`config.mk`:
```
export PLATFORM = sky130hd
export DESIGN_NAME = leaf_out_scheduler_flat
export DESIGN_NICKNAME = d
export VERILOG_FILES = /design/src/rtl/leaf_out_scheduler_pkg.sv /design/src/rtl/leaf_out_scheduler_if.sv /design/src/rtl/leaf_out_scheduler_rr_arbiter.sv /design/src/rtl/leaf_out_scheduler.sv /design/src/flat_wrapper.sv
export SDC_FILE = /design/constraint.sdc
export NUM_CORES = 1
export LEC_CHECK = 0
export BUFFER_PORTS_ARGS = -buffer_cell sky130_fd_sc_hd__buf_2
export CAP_MARGIN = 10
export CORE_AREA = 2 2 100 102
export CTS_CLUSTER_SIZE = 14
export DETAILED_ROUTE_END_ITERATION = 7
export DIE_AREA = 0 0 102 104
export PLACE_DENSITY = 0.75
export SLEW_MARGIN = 20
export SYNTH_ARGS = -nofsm -noshare
export SYNTH_HDL_FRONTEND = slang
export SYNTH_SLANG_ARGS = --single-unit
```
`constraint.sdc`:
```
create_clock -name clk -period 2.58 [get_ports clk]
set_input_delay 0.258 -clock clk [delete_from_list [all_inputs] [get_ports clk]]
set_output_delay 0.258 -clock clk [all_outputs]
set_load 0.01 [all_outputs]
```
`src/rtl/leaf_out_scheduler_pkg.sv`:
```
// Shared packet layout and types for the leaf output scheduler.
// Field offsets follow the 49-bit BFT packet {vld, leaf, port, addr, payload}.
package leaf_sched_pkg;

    localparam int PACKET_BITS   = 49;
    localparam int PAYLOAD_BITS  = 32;
    localparam int NUM_LEAF_BITS = 5;
    localparam int NUM_PORT_BITS = 4;
    localparam int NUM_ADDR_BITS = 7;

    localparam int VLD_BIT  = 48;
    localparam int LEAF_MSB = 47;
    localparam int LEAF_LSB = 43;
    localparam int PORT_MSB = 42;
    localparam int PORT_LSB = 39;
    localparam int ADDR_MSB = 38;
    localparam int ADDR_LSB = 32;

    localparam logic [NUM_PORT_BITS-1:0] CTRL_PORT_CFG       = 4'd0;
    localparam logic [NUM_PORT_BITS-1:0] CTRL_PORT_FREESPACE = 4'd1;

    typedef struct packed {
        logic [NUM_LEAF_BITS-1:0] leaf;
        logic [NUM_PORT_BITS-1:0] port;
    } dest_t;

endpackage

```
`src/rtl/leaf_out_scheduler_if.sv`:
```
// Handshake bundle between user kernel / BFT side and the scheduler.
// master drives requests and control packets, slave returns grants.
interface leaf_out_scheduler_if
    import leaf_sched_pkg::*;
#(
    parameter int NUM_OUT_PORTS = 2
);
    logic                                  resend;
    logic [PACKET_BITS-1:0]                din_bft;
    logic [PACKET_BITS-1:0]                dout_bft;
    logic [NUM_OUT_PORTS*PAYLOAD_BITS-1:0] din_user;
    logic [NUM_OUT_PORTS-1:0]              vld_user;
    logic [NUM_OUT_PORTS-1:0]              ack_user;
    logic                                  cfg_done;

    modport master (
        output resend, din_bft, din_user, vld_user,
        input  dout_bft, ack_user, cfg_done
    );

    modport slave (
        input  resend, din_bft, din_user, vld_user,
        output dout_bft, ack_user, cfg_done
    );
endinterface

```
`src/rtl/leaf_out_scheduler_rr_arbiter.sv`:
```
// Round-robin arbiter: one-hot grant to the first requester at or above ptr,
// wrapping around to port 0.
module rr_arbiter #(
    parameter int  N  = 2,
    localparam int PW = (N > 1) ? $clog2(N) : 1
) (
    input  logic [N-1:0]  req,
    input  logic [PW-1:0] ptr,
    output logic [N-1:0]  gnt
);
    always_comb begin
        automatic logic found = 1'b0;
        automatic int   idx   = 0;
        gnt = '0;
        for (int k = 0; k < N; k++) begin
            idx = (int'(ptr) + k) % N;
            if (!found && req[idx]) begin
                gnt[idx] = 1'b1;
                found    = 1'b1;
            end
        end
    end
endmodule

```
`src/rtl/leaf_out_scheduler.sv`:
```
// Credit-based round-robin scheduler sharing one BFT output among user streams.
// Optional stall counter port enabled by LEAF_SCHED_STALL_CNT_EN.
module leaf_out_scheduler
    import leaf_sched_pkg::*;
#(
    parameter int NUM_OUT_PORTS         = 2,
    parameter int NUM_BRAM_ADDR_BITS    = 7,
    parameter int FREESPACE_UPDATE_SIZE = 64
) (
    input  logic                clk,
    input  logic                reset_n,
    leaf_out_scheduler_if.slave bus
`ifdef LEAF_SCHED_STALL_CNT_EN
    ,
    output logic [31:0]         stall_cnt
`endif
);
    localparam int N  = NUM_OUT_PORTS;
    localparam int PW = (N > 1) ? $clog2(N) : 1;
    localparam int CW = NUM_BRAM_ADDR_BITS + 1;
    localparam int SW = CW + 8;
    localparam logic [CW-1:0] CRED_MAX = CW'(1 << NUM_BRAM_ADDR_BITS);

    logic [CW-1:0]          credit_q [N];
    logic [CW-1:0]          credit_d [N];
    dest_t                  dest_q   [N];
    dest_t                  dest_d   [N];
    logic [N-1:0]           cfg_vld_q, cfg_vld_d;
    logic [PW-1:0]          ptr_q, ptr_d;
    logic [PACKET_BITS-1:0] dout_q, dout_d;
    logic                   cfg_done_q, cfg_done_d;

    logic                     ctl_vld, sel_ok, is_cfg, is_fs;
    logic [NUM_PORT_BITS-1:0] ctl_port;
    logic [2:0]               ctl_sel;
    dest_t                    ctl_dest;

    assign ctl_vld  = bus.din_bft[VLD_BIT];
    assign ctl_port = bus.din_bft[PORT_MSB:PORT_LSB];
    assign ctl_sel  = bus.din_bft[2:0];
    assign ctl_dest = bus.din_bft[16:8];
    assign sel_ok   = int'(ctl_sel) < N;
    assign is_cfg   = ctl_vld && sel_ok && ctl_port == CTRL_PORT_CFG;
    assign is_fs    = ctl_vld && sel_ok && ctl_port == CTRL_PORT_FREESPACE;

    logic [N-1:0] req, gnt;

    always_comb begin
        for (int i = 0; i < N; i++) begin
            req[i] = bus.vld_user[i] & cfg_vld_q[i]
                   & (credit_q[i] != '0) & ~bus.resend;
        end
    end

    rr_arbiter #(.N(N)) u_arb (
        .req (req),
        .ptr (ptr_q),
        .gnt (gnt)
    );

    logic                    any_gnt;
    logic [PW-1:0]           gidx;
    logic [PAYLOAD_BITS-1:0] gword;
    dest_t                   gdest;

    always_comb begin
        any_gnt = |gnt;
        gidx    = '0;
        gword   = '0;
        gdest   = '0;
        for (int i = 0; i < N; i++) begin
            if (gnt[i]) begin
                gidx  = PW'(i);
                gword = bus.din_user[i*PAYLOAD_BITS +: PAYLOAD_BITS];
                gdest = dest_q[i];
            end
        end
    end

    always_comb begin
        automatic logic [SW-1:0] sum = '0;
        cfg_vld_d = cfg_vld_q;
        for (int i = 0; i < N; i++) begin
            dest_d[i] = dest_q[i];
            sum = SW'(credit_q[i]);
            if (is_fs && int'(ctl_sel) == i) sum = sum + SW'(FREESPACE_UPDATE_SIZE);
            if (gnt[i]) sum = sum - SW'(1);
            credit_d[i] = (sum > SW'(CRED_MAX)) ? CRED_MAX : sum[CW-1:0];
            if (is_cfg && int'(ctl_sel) == i) begin
                dest_d[i]    = ctl_dest;
                cfg_vld_d[i] = 1'b1;
            end
        end
        ptr_d  = ptr_q;
        dout_d = '0;
        if (any_gnt) begin
            ptr_d  = (int'(gidx) == N - 1) ? '0 : gidx + PW'(1);
            dout_d = {1'b1, gdest, NUM_ADDR_BITS'(gidx), gword};
        end
        cfg_done_d = &cfg_vld_d;
    end

    always_ff @(posedge clk or negedge reset_n) begin
        if (!reset_n) begin
            for (int i = 0; i < N; i++) begin
                credit_q[i] <= CRED_MAX;
                dest_q[i]   <= '0;
            end
            cfg_vld_q  <= '0;
            ptr_q      <= '0;
            dout_q     <= '0;
            cfg_done_q <= 1'b0;
        end else begin
            for (int i = 0; i < N; i++) begin
                credit_q[i] <= credit_d[i];
                dest_q[i]   <= dest_d[i];
            end
            cfg_vld_q  <= cfg_vld_d;
            ptr_q      <= ptr_d;
            dout_q     <= dout_d;
            cfg_done_q <= cfg_done_d;
        end
    end

`ifdef LEAF_SCHED_STALL_CNT_EN
    logic [31:0] stall_q;
    logic        blocked;

    assign blocked = (|(bus.vld_user & cfg_vld_q)) & ~any_gnt;

    always_ff @(posedge clk or negedge reset_n) begin
        if (!reset_n) begin
            stall_q <= '0;
        end else if (blocked && stall_q != 32'hFFFF_FFFF) begin
            stall_q <= stall_q + 32'd1;
        end
    end

    assign stall_cnt = stall_q;
`endif

    assign bus.ack_user = gnt;
    assign bus.dout_bft = dout_q;
    assign bus.cfg_done = cfg_done_q;

endmodule

```
`src/flat_wrapper.sv`:
```
// flat-port wrapper written by rule: the top's interface ports become plain ports
module leaf_out_scheduler_flat import leaf_sched_pkg::*;
#(
    parameter int NUM_OUT_PORTS         = 2,
    parameter int NUM_BRAM_ADDR_BITS    = 7,
    parameter int FREESPACE_UPDATE_SIZE = 64
)
  (clk, reset_n, bus_resend, bus_din_bft, bus_din_user, bus_vld_user, bus_dout_bft, bus_ack_user, bus_cfg_done);
  leaf_out_scheduler_if #(.NUM_OUT_PORTS(NUM_OUT_PORTS)) bus_i ();
  input  logic clk;
  input  logic reset_n;
  input wire logic [$bits(bus_i.resend)-1:0] bus_resend;
  input wire logic [$bits(bus_i.din_bft)-1:0] bus_din_bft;
  input wire logic [$bits(bus_i.din_user)-1:0] bus_din_user;
  input wire logic [$bits(bus_i.vld_user)-1:0] bus_vld_user;
  output wire logic [$bits(bus_i.dout_bft)-1:0] bus_dout_bft;
  output wire logic [$bits(bus_i.ack_user)-1:0] bus_ack_user;
  output wire logic [$bits(bus_i.cfg_done)-1:0] bus_cfg_done;
  assign bus_i.resend = bus_resend;
  assign bus_i.din_bft = bus_din_bft;
  assign bus_i.din_user = bus_din_user;
  assign bus_i.vld_user = bus_vld_user;
  assign bus_dout_bft = bus_i.dout_bft;
  assign bus_ack_user = bus_i.ack_user;
  assign bus_cfg_done = bus_i.cfg_done;
  leaf_out_scheduler #(.NUM_OUT_PORTS(NUM_OUT_PORTS), .NUM_BRAM_ADDR_BITS(NUM_BRAM_ADDR_BITS), .FREESPACE_UPDATE_SIZE(FREESPACE_UPDATE_SIZE)) u_core (.clk(clk), .reset_n(reset_n), .bus(bus_i));
endmodule
```
Word level (Yosys, flattened, before mapping)
Index checks and enable logic that the tools add are counted.
- bits of input ports: 118
- register bits after elaboration: 87
- output and inout bits: 52
- reductions and logical operators: 17
- muxes and demuxes: 27
- bitwise operators: 9
- $add $sub $neg: 6
- order comparisons: 7
- equality and inequality tests: 2
- operator list (operator ; count):
    16-bit 2-to-1 mux ; 4
    32-bit 2-to-1 mux ; 2
    49-bit 2-to-1 mux ; 1
    16-bit by 8-bit greater-than comparator with 1-bit output (second input constant) ; 2
    16-bit by 1-bit subtractor with 16-bit output (second input constant) ; 2
    8-bit by 7-bit adder with 9-bit output (second input constant) ; 2
    9-bit 2-to-1 mux ; 2
    8-bit 2-to-1 mux ; 2
    8-bit nonzero test ; 2
    1-bit 2-to-1 mux ; 12
    1-bit logical AND ; 10
    1-bit bitwise AND ; 6
    4-bit by 1-bit == test with 1-bit output (second input constant) ; 1
    4-bit logical NOT ; 1
    2-bit 2-to-1 mux ; 2
    3-bit by 2-bit == test with 1-bit output (second input constant) ; 1
    3-bit logical NOT ; 1
    2-bit by 3-bit less-than comparator with 1-bit output (second input constant) ; 1
    3-bit by 2-bit less-than comparator with 1-bit output (second input constant) ; 1
    1-bit adder (second input constant) ; 2
    1-bit demux with 1-bit select ; 2
    2-bit by 1-bit greater-or-equal comparator with 1-bit output (second input constant) ; 1
    1-bit by 2-bit less-than comparator with 1-bit output (second input constant) ; 1
    2-bit OR ; 1
    other kinds (6) ; 6

Longest topological paths before layout
Gate-level depths: netlist of run 1.
- word-level depth: 12
- depth in mapped cells: 10
- gate-level depth less buffers: 9

Hierarchy
Synthesis of run 1 repeated with hierarchy kept, for this count alone.
- cells, all modules: 318
- area total of the unflattened synthesis: 3808.7 µm²
- modules (own cells, without submodules) (module ; area an instance (µm²) ; cells an instance ; times used):
    leaf_out_scheduler ; 3789.9 ; 315 ; 1
    rr_arbiter ; 18.8 ; 3 ; 1

Worst setup path before layout of run 1
Ideal clock, no wire load.
- path type: register -> register
- from: reg u_core.credit_q[14] (netlist name)
- to: reg u_core.credit_q[0] (netlist name)
- slack: 0.052 ns
- stages on the path, launching flop included: 10
- buffers on the path: 1
- arrival: 2.434 ns
- setup time: 0.094 ns
- clock period less this slack: 2.528 ns
- cells stage by stage: dfrtp_1 inv_1 ha_1 nand4bb_4 o311a_1 buf_6 nor2b_1 mux2_1 a2111o_1 a211oi_1
- RTL lines (item ; RTL line ; source):
    start: declaration ; leaf_out_scheduler.sv:24 ; logic [CW-1:0] credit_q [N];
    start signal: indexed assignment ; leaf_out_scheduler.sv:115 ; credit_q[i] <= credit_d[i];

Worst setup path in the final report of run 1
- from: reg u_core.credit_q[7] (netlist name)
- to: out bus_ack_user[1]
- cells in the longest elaborated chain, start to end: 9
- elaborated cells between the ends (all ways): 14
- ends and longest elaborated chain (item ; RTL line ; source):
    8-bit nonzero test (*) ; leaf_out_scheduler.sv:51 ; & (credit_q[i] != '0) & ~bus.resend;
    1-bit bitwise AND (*) (2 in a row) ; leaf_out_scheduler.sv:51 ;
    1-bit 2-to-1 mux (not written as such) (2 in a row) ; leaf_out_scheduler_rr_arbiter.sv:17 ; if (!found && req[idx]) begin
    1-bit 2-to-1 mux ; leaf_out_scheduler_rr_arbiter.sv:17 ;
    1-bit logical NOT ; leaf_out_scheduler_rr_arbiter.sv:17 ;
    1-bit logical AND ; leaf_out_scheduler_rr_arbiter.sv:17 ;
    2-bit 2-to-1 mux (*) ; leaf_out_scheduler_rr_arbiter.sv:17 ;
    end: declaration ; flat_wrapper.sv:17 ; output wire logic [$bits(bus_i.ack_user)-1:0] bus_ack_user;
Mark *: on every way between the ends. The rest lies on a longest branch, timed or not. The select of a mux whose other input is x is not followed.

==> impl_summary.txt, run 1 <==
----------------------------------------------------
[Timing]
  Fin crit period ... ~2.5 ns
  Fraction of the cycle the final worst path needs ... a little over nine tenths
  Layout Skew ... about 0.012 ns
  Hold_ws ... 0.1231 ns
  Final Hold Vio Count ... 0
  Final-report setup violation count ... 0
  Worst-case headroom to the max-slew limit ... 51.13%
  Max Slew Vio Count ... 0
  Pin slew with the least headroom to its limit ... between 0.7 and 0.8 ns
  FMAX ... between 400 and 500 MHz

[Power]
  Max IR drop VDD ... around 0.34 mV
  Total power consumption of the routed design ... around 3.8 mW
  Power density cells ... slightly above 700 nW/um^2
  Static Leakage ... about 2.6 nW

[Critical path]
  Largest delay contributor family on the critical path ... flip-flops
  Sequence of cells on the critical path ... inv_1, ha_2, and3b_2, a21oi_4, nor2b_4, buf_6, buf_2
  Capturing element type of the critical path ... output port
  Largest incremental delay on the critical path ... ~0.57 ns
  CP Launch Type ... register
  Arrival time of the worst setup path ... 2.23 ns
  Worst setup path class ... register to output port
  Worst path required time ... 2.32 ns
  Cell type of the slowest stage on the worst timing path ... sky130_fd_sc_hd__dfstp_2
  Maximum fanout along the worst path ... 35
  Buffers plus inverters on the worst setup path ... 3

[Floorplan]
  Core Rows ... 36
  Die Footprint ... ~11000 um^2
  Std-Cell Core Area ... 9549 um^2
  Overall die height ... about 100 um
  I/O pin count ... 170
  Horizontal die dimension ... around 100 um
  Starting Density ... 41.89%

[Yosys]
  Number of flops mapped to enable cells by yosys ... 0
  Synthesized area per cell ... between 9 and 10 um^2
  Part of the Yosys area used for sequential elements ... 50.74%
  Gate Count Post-Synth ... 403
  Async set-reset flop share out of synthesis ... 100.0%
  Largest cells by area after synthesis ... sky130_fd_sc_hd__dfrtp_1 (49%), sky130_fd_sc_hd__a21oi_1 (5.9%), sky130_fd_sc_hd__nand2_1 (5.3%)
  Post-synthesis instance area ... 4000 um^2
  Largest area contributor in the netlist ... sky130_fd_sc_hd__dfrtp_1
  Flip-flop and latch count after synthesis ... between 80 and 90
  Fraction of synthesized area in multiplexers ... under 10%
  Arithmetic-cell share of the synthesized area counting full adders, half adders and majority gates ... 2.190%
  Combinational family with the most area after synthesis ... simple AND/OR/NAND/NOR gates
  Top FF cell, synth ... sky130_fd_sc_hd__dfrtp_1
  Compound-cell area share of the yosys netlist ... between 10% and 20%
  Distinct cells, synth ... 57
  Synthesized-area fraction occupied by xor and xnor cells ... between 4 and 5%
  Ys Warns ... 0
  Synth top area share ... between 40 and 50%
  Share of synthesized cell area in and, or, nand and nor gates ... about a fifth

[Place]
  GPL Wtd Cong ... approximately 0.86
  Buffers added on ports ... 131
  Half-perimeter wire length after placement ... approximately 7100 um
  Cell Area, Placed ... between 4000 and 5000 um^2
  Placed Cells ... around 670

[Clock tree]
  H-tree lvl count ... 3
  Worst-path clk slew ... 0.09 ns
  Root buffer cell ... sky130_fd_sc_hd__clkbuf_8
  Clock buffer count from CTS ... 9
  Buffers from clock root to sink, at most ... 2
  Number of sinks driven by the clock tree ... 81
  Insertion delay to the later sink of the worst-skew pair ... around 0.37 ns
  TritonCTS clock tree ... built

[GRT]
  Most Crowded Layer GR ... met2
  Maximum number of pins on one net before global-route repair ... slightly above 80
  Met3 usage ... about 3.4%
  Overall track demand over capacity in global routing ... 18.40%
  Number of global-route vias before repair ... 3343
  Met2 routing resource usage after global routing ... between 30% and 40%
  Remaining global-route overflow ... 0
  Global-route wire length before repair ... 15230 um
  Antenna violations before repair ... 0
  Global Route met1 Usage ... approximately a fifth

[Detailed routing]
  Post-route antenna net violation count ... 0
  Via total after detailed routing ... about 3400
  Ratio of routed vias to standard cells ... approximately 5.0
  Drt first pass iters ... 5
  Final wirelength ... a little under 10000 um
  DR iter-0 viols ... 110
  Drc violations ... 0
  Detail-routed net length per standard cell ... between 10 and 15 um

[Cells and area]
  Highest-count cells in the layout ignoring fill and taps ... sky130_fd_sc_hd__buf_2 (130), sky130_fd_sc_hd__dfrtp_1 (79), sky130_fd_sc_hd__nand2_1 (56)
  Post-route design area ... approximately 5200 um^2
  Share of final-layout standard cells stronger than drive strength 1 ... between 30% and 40%
  Most frequent standard cell in the layout excluding fill and tap cells ... sky130_fd_sc_hd__buf_2
  Fill cell instance count of the final layout ... 880
  Final Net Count ... about 680
  ANT cells ... 0
  Synthesis-to-finish area growth ... 30.25%
  Final Instance Count excl. Fillers ... 690

[Min path]
  Worst hold path class ... input port to register

[Flow run]
  Maxcap violations ... 0

[Outcome]
  Run status ... complete, no violations

----------------------------------------------------
[final cells by class]
type                       instances  area [um^2]  area share [%]
multi-input combinational        289         1891           36.29
sequential                        81         2029           38.95
inverter                          13        48.80          0.9366
clock buffer                       9        123.9           2.378
clock inverter                     7        76.32           1.465
tap                              133        166.4           3.194
timing repair buffer             158        874.6           16.79
[power by group]
group	internal (mW)	switching [mW]	leakage, nW
clock network	0.455	0.496	0.0966
logic	0.602	0.693	1.40
registers	1.42	0.114	1.11
total	2.48	1.30	2.60
[tightest hold or removal path: stages]
cell and delay [ns]:
sky130_fd_sc_hd__buf_2 0.09, sky130_fd_sc_hd__nand2_1 0.04, sky130_fd_sc_hd__a21oi_1 0.05
[final timing paths]
check / start / to / slack, ns / depth (start not counted)
setup / recovery: u_core.credit_q[7]$_DFF_PN1_ / bus_ack_user[1] / 0.09 / 7
hold / removal: bus_din_user[32] / u_core.bus.dout_bft[0]$_DFF_PN0_ / 0.12 / 3
setup reg to reg: u_core.credit_q[7]$_DFF_PN1_ / u_core.credit_q[4]$_DFF_PN0_ / 0.10 / 8
hold reg to reg: u_core.cfg_vld_q[0]$_DFF_PN0_ / u_core.cfg_vld_q[0]$_DFF_PN0_ / 0.49 / 1
max in group asynchronous: reset_n / u_core.credit_q[10]$_DFF_PN0_ / 1.57 / 2
min in group asynchronous: reset_n / u_core.credit_q[14]$_DFF_PN0_ / 0.47 / 2
[flip-flops by register name, indices dropped and copies added, names as in the netlist]
| signal | flops |
|---|---|
| u_core.cfg_vld_q | 2 |
| u_core.bus.dout_bft | 43 |
| u_core.credit_q | 16 |
| u_core.bus.cfg_done | 1 |
| u_core.ptr_q | 1 |
| u_core.dest_q | 18 |
[synth_stat cells, types with 3 or more instances]
cell and n:
sky130_fd_sc_hd__dfrtp_1 79, sky130_fd_sc_hd__nand2_1 56, sky130_fd_sc_hd__nor2_1 52, sky130_fd_sc_hd__a21oi_1 47, sky130_fd_sc_hd__mux2_2 18, sky130_fd_sc_hd__xnor2_1 14, sky130_fd_sc_hd__inv_1 12, sky130_fd_sc_hd__a211oi_1 11
sky130_fd_sc_hd__clkbuf_1 11, sky130_fd_sc_hd__buf_4 7, sky130_fd_sc_hd__ha_1 7, sky130_fd_sc_hd__nor3_1 5, sky130_fd_sc_hd__nand4_1 4, sky130_fd_sc_hd__nor3b_1 4, sky130_fd_sc_hd__nor4_1 4, sky130_fd_sc_hd__a211o_1 3
sky130_fd_sc_hd__and3_1 3, sky130_fd_sc_hd__and3b_1 3, sky130_fd_sc_hd__buf_1 3, sky130_fd_sc_hd__buf_2 3, sky130_fd_sc_hd__mux2i_1 3, sky130_fd_sc_hd__nand2b_1 3, sky130_fd_sc_hd__nor3_2 3, sky130_fd_sc_hd__nor4b_1 3
sky130_fd_sc_hd__or3_1 3, sky130_fd_sc_hd__xor2_1 3
[metal layers]
layer | wire length (um) | vias up | part of all wire [%]
met3 | 524 | 16 | 5.3
met2 | 4970 | 123 | 51
li1 | - | 1667 | -
met1 | 4110 | 1617 | 42
met4 | 189 | 0 | 1.9
met5 | 0 | - | 0
[through the flow]
stage	TNS (ns)	utilization, %	setup slack (ns)
finish	0	54.56	0.09070
detailed placement	-0.001811	51.59	-0.001811
global placement	0	51.59	0.03222
global route	-0.03970	54.56	-0.02480
floorplan	0	-	0.05155
CTS	0	53.81	0.008135
[cell families after synthesis]
logic type / Yosys count
mux: 23
flops: 81
xor+xnor: 18
compound gates: 74
simple gates: 161
fa+ha+maj: 7
buf+inv: 38
other cells: 1
[timing repair]
item	in CTS	in global routing
endpoints found under the setup margin	4	14
pin swaps	0	6
buffers inserted	0	1
resized for setup	3	13
endpoints found under the hold margin	0	46
hold buffers	0	1
(Power assumes the default switching activity.)
==> run 2: changes to the inputs <==
--- a/config.mk
+++ b/config.mk
@@ -5,7 +5,7 @@
 export SDC_FILE = /design/constraint.sdc
 export NUM_CORES = 1
 export LEC_CHECK = 0
-export BUFFER_PORTS_ARGS = -buffer_cell sky130_fd_sc_hd__buf_2
+export BUFFER_PORTS_ARGS = -buffer_cell sky130_fd_sc_hd__buf_4
 export CAP_MARGIN = 10
 export CORE_AREA = 2 2 100 102
 export CTS_CLUSTER_SIZE = 14
==> run 2 against run 1 <==
Effect of this change: the flow now finishes with violations (negative hold slack, negative setup slack); utilization increased by 4.6 points; non-clock buffer count grew 1; sequential share of layout area fell by 3.0 points; first-iteration DRC count decreased by 15%; wire length is 6.4% higher; total power grew 6.1%; critical path depth up 3; global-route usage is 0.44 points higher; design area up 8.5%; sequential cell count is the same; highest routed layer unchanged.
==> impl_summary.txt, run 2 (synthesis results as in run 1) <==
----------------------------------------------------
[Clock tree]
  H-tree lvl count ... 3
  Buffers from clock root to sink, at most ... 2
  Post-cts hold buffer count ... 0
  Root buffer cell ... sky130_fd_sc_hd__clkbuf_8
  TritonCTS clock tree ... built
  Clock buffer count from CTS ... 9
  Worst-path clk slew ... 0.08 ns
  Insertion delay to the later sink of the worst-skew pair ... between 0.3 and 0.4 ns
  Number of sinks driven by the clock tree ... 81

[Detailed routing]
  Drt first pass iters ... 4
  Drc violations ... 0
  Final wirelength ... about 10000 um
  Post-route antenna net violation count ... 0
  Ratio of routed vias to standard cells ... ~5.0
  Detail-routed net length per standard cell ... between 15 and 20 um
  DR iter-0 viols ... 94
  Via total after detailed routing ... between 3000 and 4000

[Floorplan]
  I/O pin count ... 170
  Core Rows ... 36
  Die Footprint ... around 11000 um^2
  Overall die height ... 104 um
  Starting Density ... roughly two fifths
  Std-Cell Core Area ... between 9000 and 10000 um^2
  Horizontal die dimension ... 102 um

[Timing]
  Final-report setup violation count ... 5
  Hold_ws ... -0.04747 ns
  Fraction of the cycle the final worst path needs ... 102.9%
  Pin slew with the least headroom to its limit ... ~0.73 ns
  FMAX ... 376.8 MHz
  Least setup slack across all paths after layout ... -0.07418 ns
  Final Hold Vio Count ... between 70 and 80
  Fin crit period ... 2.654 ns
  Setup repair after global routing missed its margin ... yes
  Max Slew Vio Count ... 0
  Layout Skew ... 0.01152 ns
  Worst-case headroom to the max-slew limit ... roughly 51%

[Cells and area]
  Post-route design area ... ~5700 um^2
  Highest-count cells in the layout ignoring fill and taps ... sky130_fd_sc_hd__buf_4 (153), sky130_fd_sc_hd__dfrtp_1 (79), sky130_fd_sc_hd__nand2_1 (56)
  Fill cell instance count of the final layout ... around 860
  Number of flip-flops under the largest register name ... between 40 and 50
  Most frequent standard cell in the layout excluding fill and tap cells ... sky130_fd_sc_hd__buf_4
  Share of final-layout standard cells stronger than drive strength 1 ... a little over two fifths
  ANT cells ... 0
  Final Net Count ... 678
  Synthesis-to-finish area growth ... 41.26%

[GRT]
  Global-route wire length before repair ... ~16000 um
  Overall track demand over capacity in global routing ... 18.84%
  Antenna violations before repair ... 0
  Remaining global-route overflow ... 0
  Maximum number of pins on one net before global-route repair ... 82
  Number of global-route vias before repair ... 3371

[Outcome]
  Violations in the final reports ... negative hold slack, negative setup slack
  Run status ... complete, but fails checks

[Critical path]
  Largest incremental delay on the critical path ... roughly 0.53 ns
  Sequence of cells on the critical path ... inv_2, ha_4, nand4bb_4, o311a_4, buf_6, nor4_4, xnor2_2, a2111o_1, buf_6, a21oi_2
  Arrival time of the worst setup path ... between 2 and 3 ns
  Largest delay contributor family on the critical path ... compound AO/OA/AOI/OAI gates
  Critical Path Stages ... 10
  Reg-to-reg endpoint ... u_core.credit_q[1]$_DFF_PN0_
  FF-to-FF setup slack ... -0.07 ns
  Setup crit start ... u_core.credit_q[9]$_DFF_PN0_
  Worst path required time ... between 2 and 3 ns
  Cell type of the slowest stage on the worst timing path ... sky130_fd_sc_hd__a2111o_1
  Maximum fanout along the worst path ... 5
  Depth of the most critical reg-to-reg path ... 10
  Worst setup path class ... register to register
  CP most frequent cell ... sky130_fd_sc_hd__buf_6
  CP Launch Type ... register
  Critical Path End ... u_core.credit_q[1]$_DFF_PN0_
  Worst reg2reg startpoint ... u_core.credit_q[9]$_DFF_PN0_
  Buffers plus inverters on the worst setup path ... 3
  Capturing element type of the critical path ... register

[Power]
  Static Leakage ... 2.711 nW
  Max IR drop VDD ... between 0.3 and 0.4 mV
  Power density cells ... just over 700 nW/um^2
  Total power consumption of the routed design ... between 4 and 5 mW

[Place]
  Cell Area, Placed ... between 5000 and 6000 um^2
  Pre-CTS WS ... -0.05122 ns
  Half-perimeter wire length after placement ... between 7000 and 8000 um
  Buffers added on ports ... roughly 130
  GPL Wtd Cong ... roughly 0.84

[Flow run]
  Maxcap violations ... 0

[Min path]
  Worst hold path class ... input port to async pin

----------------------------------------------------
## run 2: report_power, final
group,total [mW],switching [mW],internal (mW)
sequential,1.55,0.136,1.42
combinational,1.50,0.763,0.739
clock,0.951,0.450,0.501
## run 2: per-stage QoR
stage | TNS [ns] | utilization [%] | std cells
finish | -0.1770 | 59.17 | 691
global route | -0.8856 | 59.17 | 691
CTS | 0 | 56.50 | 678
detailed placement | -0.2551 | 54.13 | 662
global placement | 0 | 54.13 | 662
floorplan | 0 | - | 408
## run 2: layer usage
| metal | global-route usage, % | up-vias | wire length, um |
|---|---|---|---|
| met4 | 5.714 | 0 | 65 |
| li1 | - | 1668 | - |
| met3 | 4.167 | 6 | 641 |
| met5 | 0 | - | 0 |
| met2 | 33.51 | 116 | 5458 |
| met1 | 22.37 | 1654 | 4254 |
## run 2: worst min-delay path by stage
| stage | start | endpoint |
|---|---|---|
| finish | reset_n | u_core.credit_q[14]$_DFF_PN0_ |
| global route | reset_n | u_core.cfg_vld_q[1]$_DFF_PN0_ |
| CTS | reset_n | u_core.dest_q[17]$_DFFE_PN0P_ |
| detailed placement | u_core.cfg_vld_q[0]$_DFF_PN0_ | u_core.cfg_vld_q[0]$_DFF_PN0_ |
| global placement | u_core.cfg_vld_q[0]$_DFF_PN0_ | u_core.cfg_vld_q[0]$_DFF_PN0_ |
| floorplan | reset_n | u_core.bus.cfg_done$_DFF_PN0_ |
## run 2: what timing repair did
item | in CTS | in global routing
buffers inserted | 0 | 13
resized for setup | 2 | 33
pin swaps | 1 | 13
endpoints found under the setup margin | 8 | 14
## run 2: cell type report
class / count / area [um^2] / share of cell area, %
timing repair buffer: 159 / 1225 / 21.68
sequential: 81 / 2029 / 35.92
clock inverter: 4 / 51.30 / 0.9079
tap: 133 / 166.4 / 2.945
multi-input combinational: 289 / 1974 / 34.94
clock buffer: 12 / 155.1 / 2.746
inverter: 13 / 48.80 / 0.8636
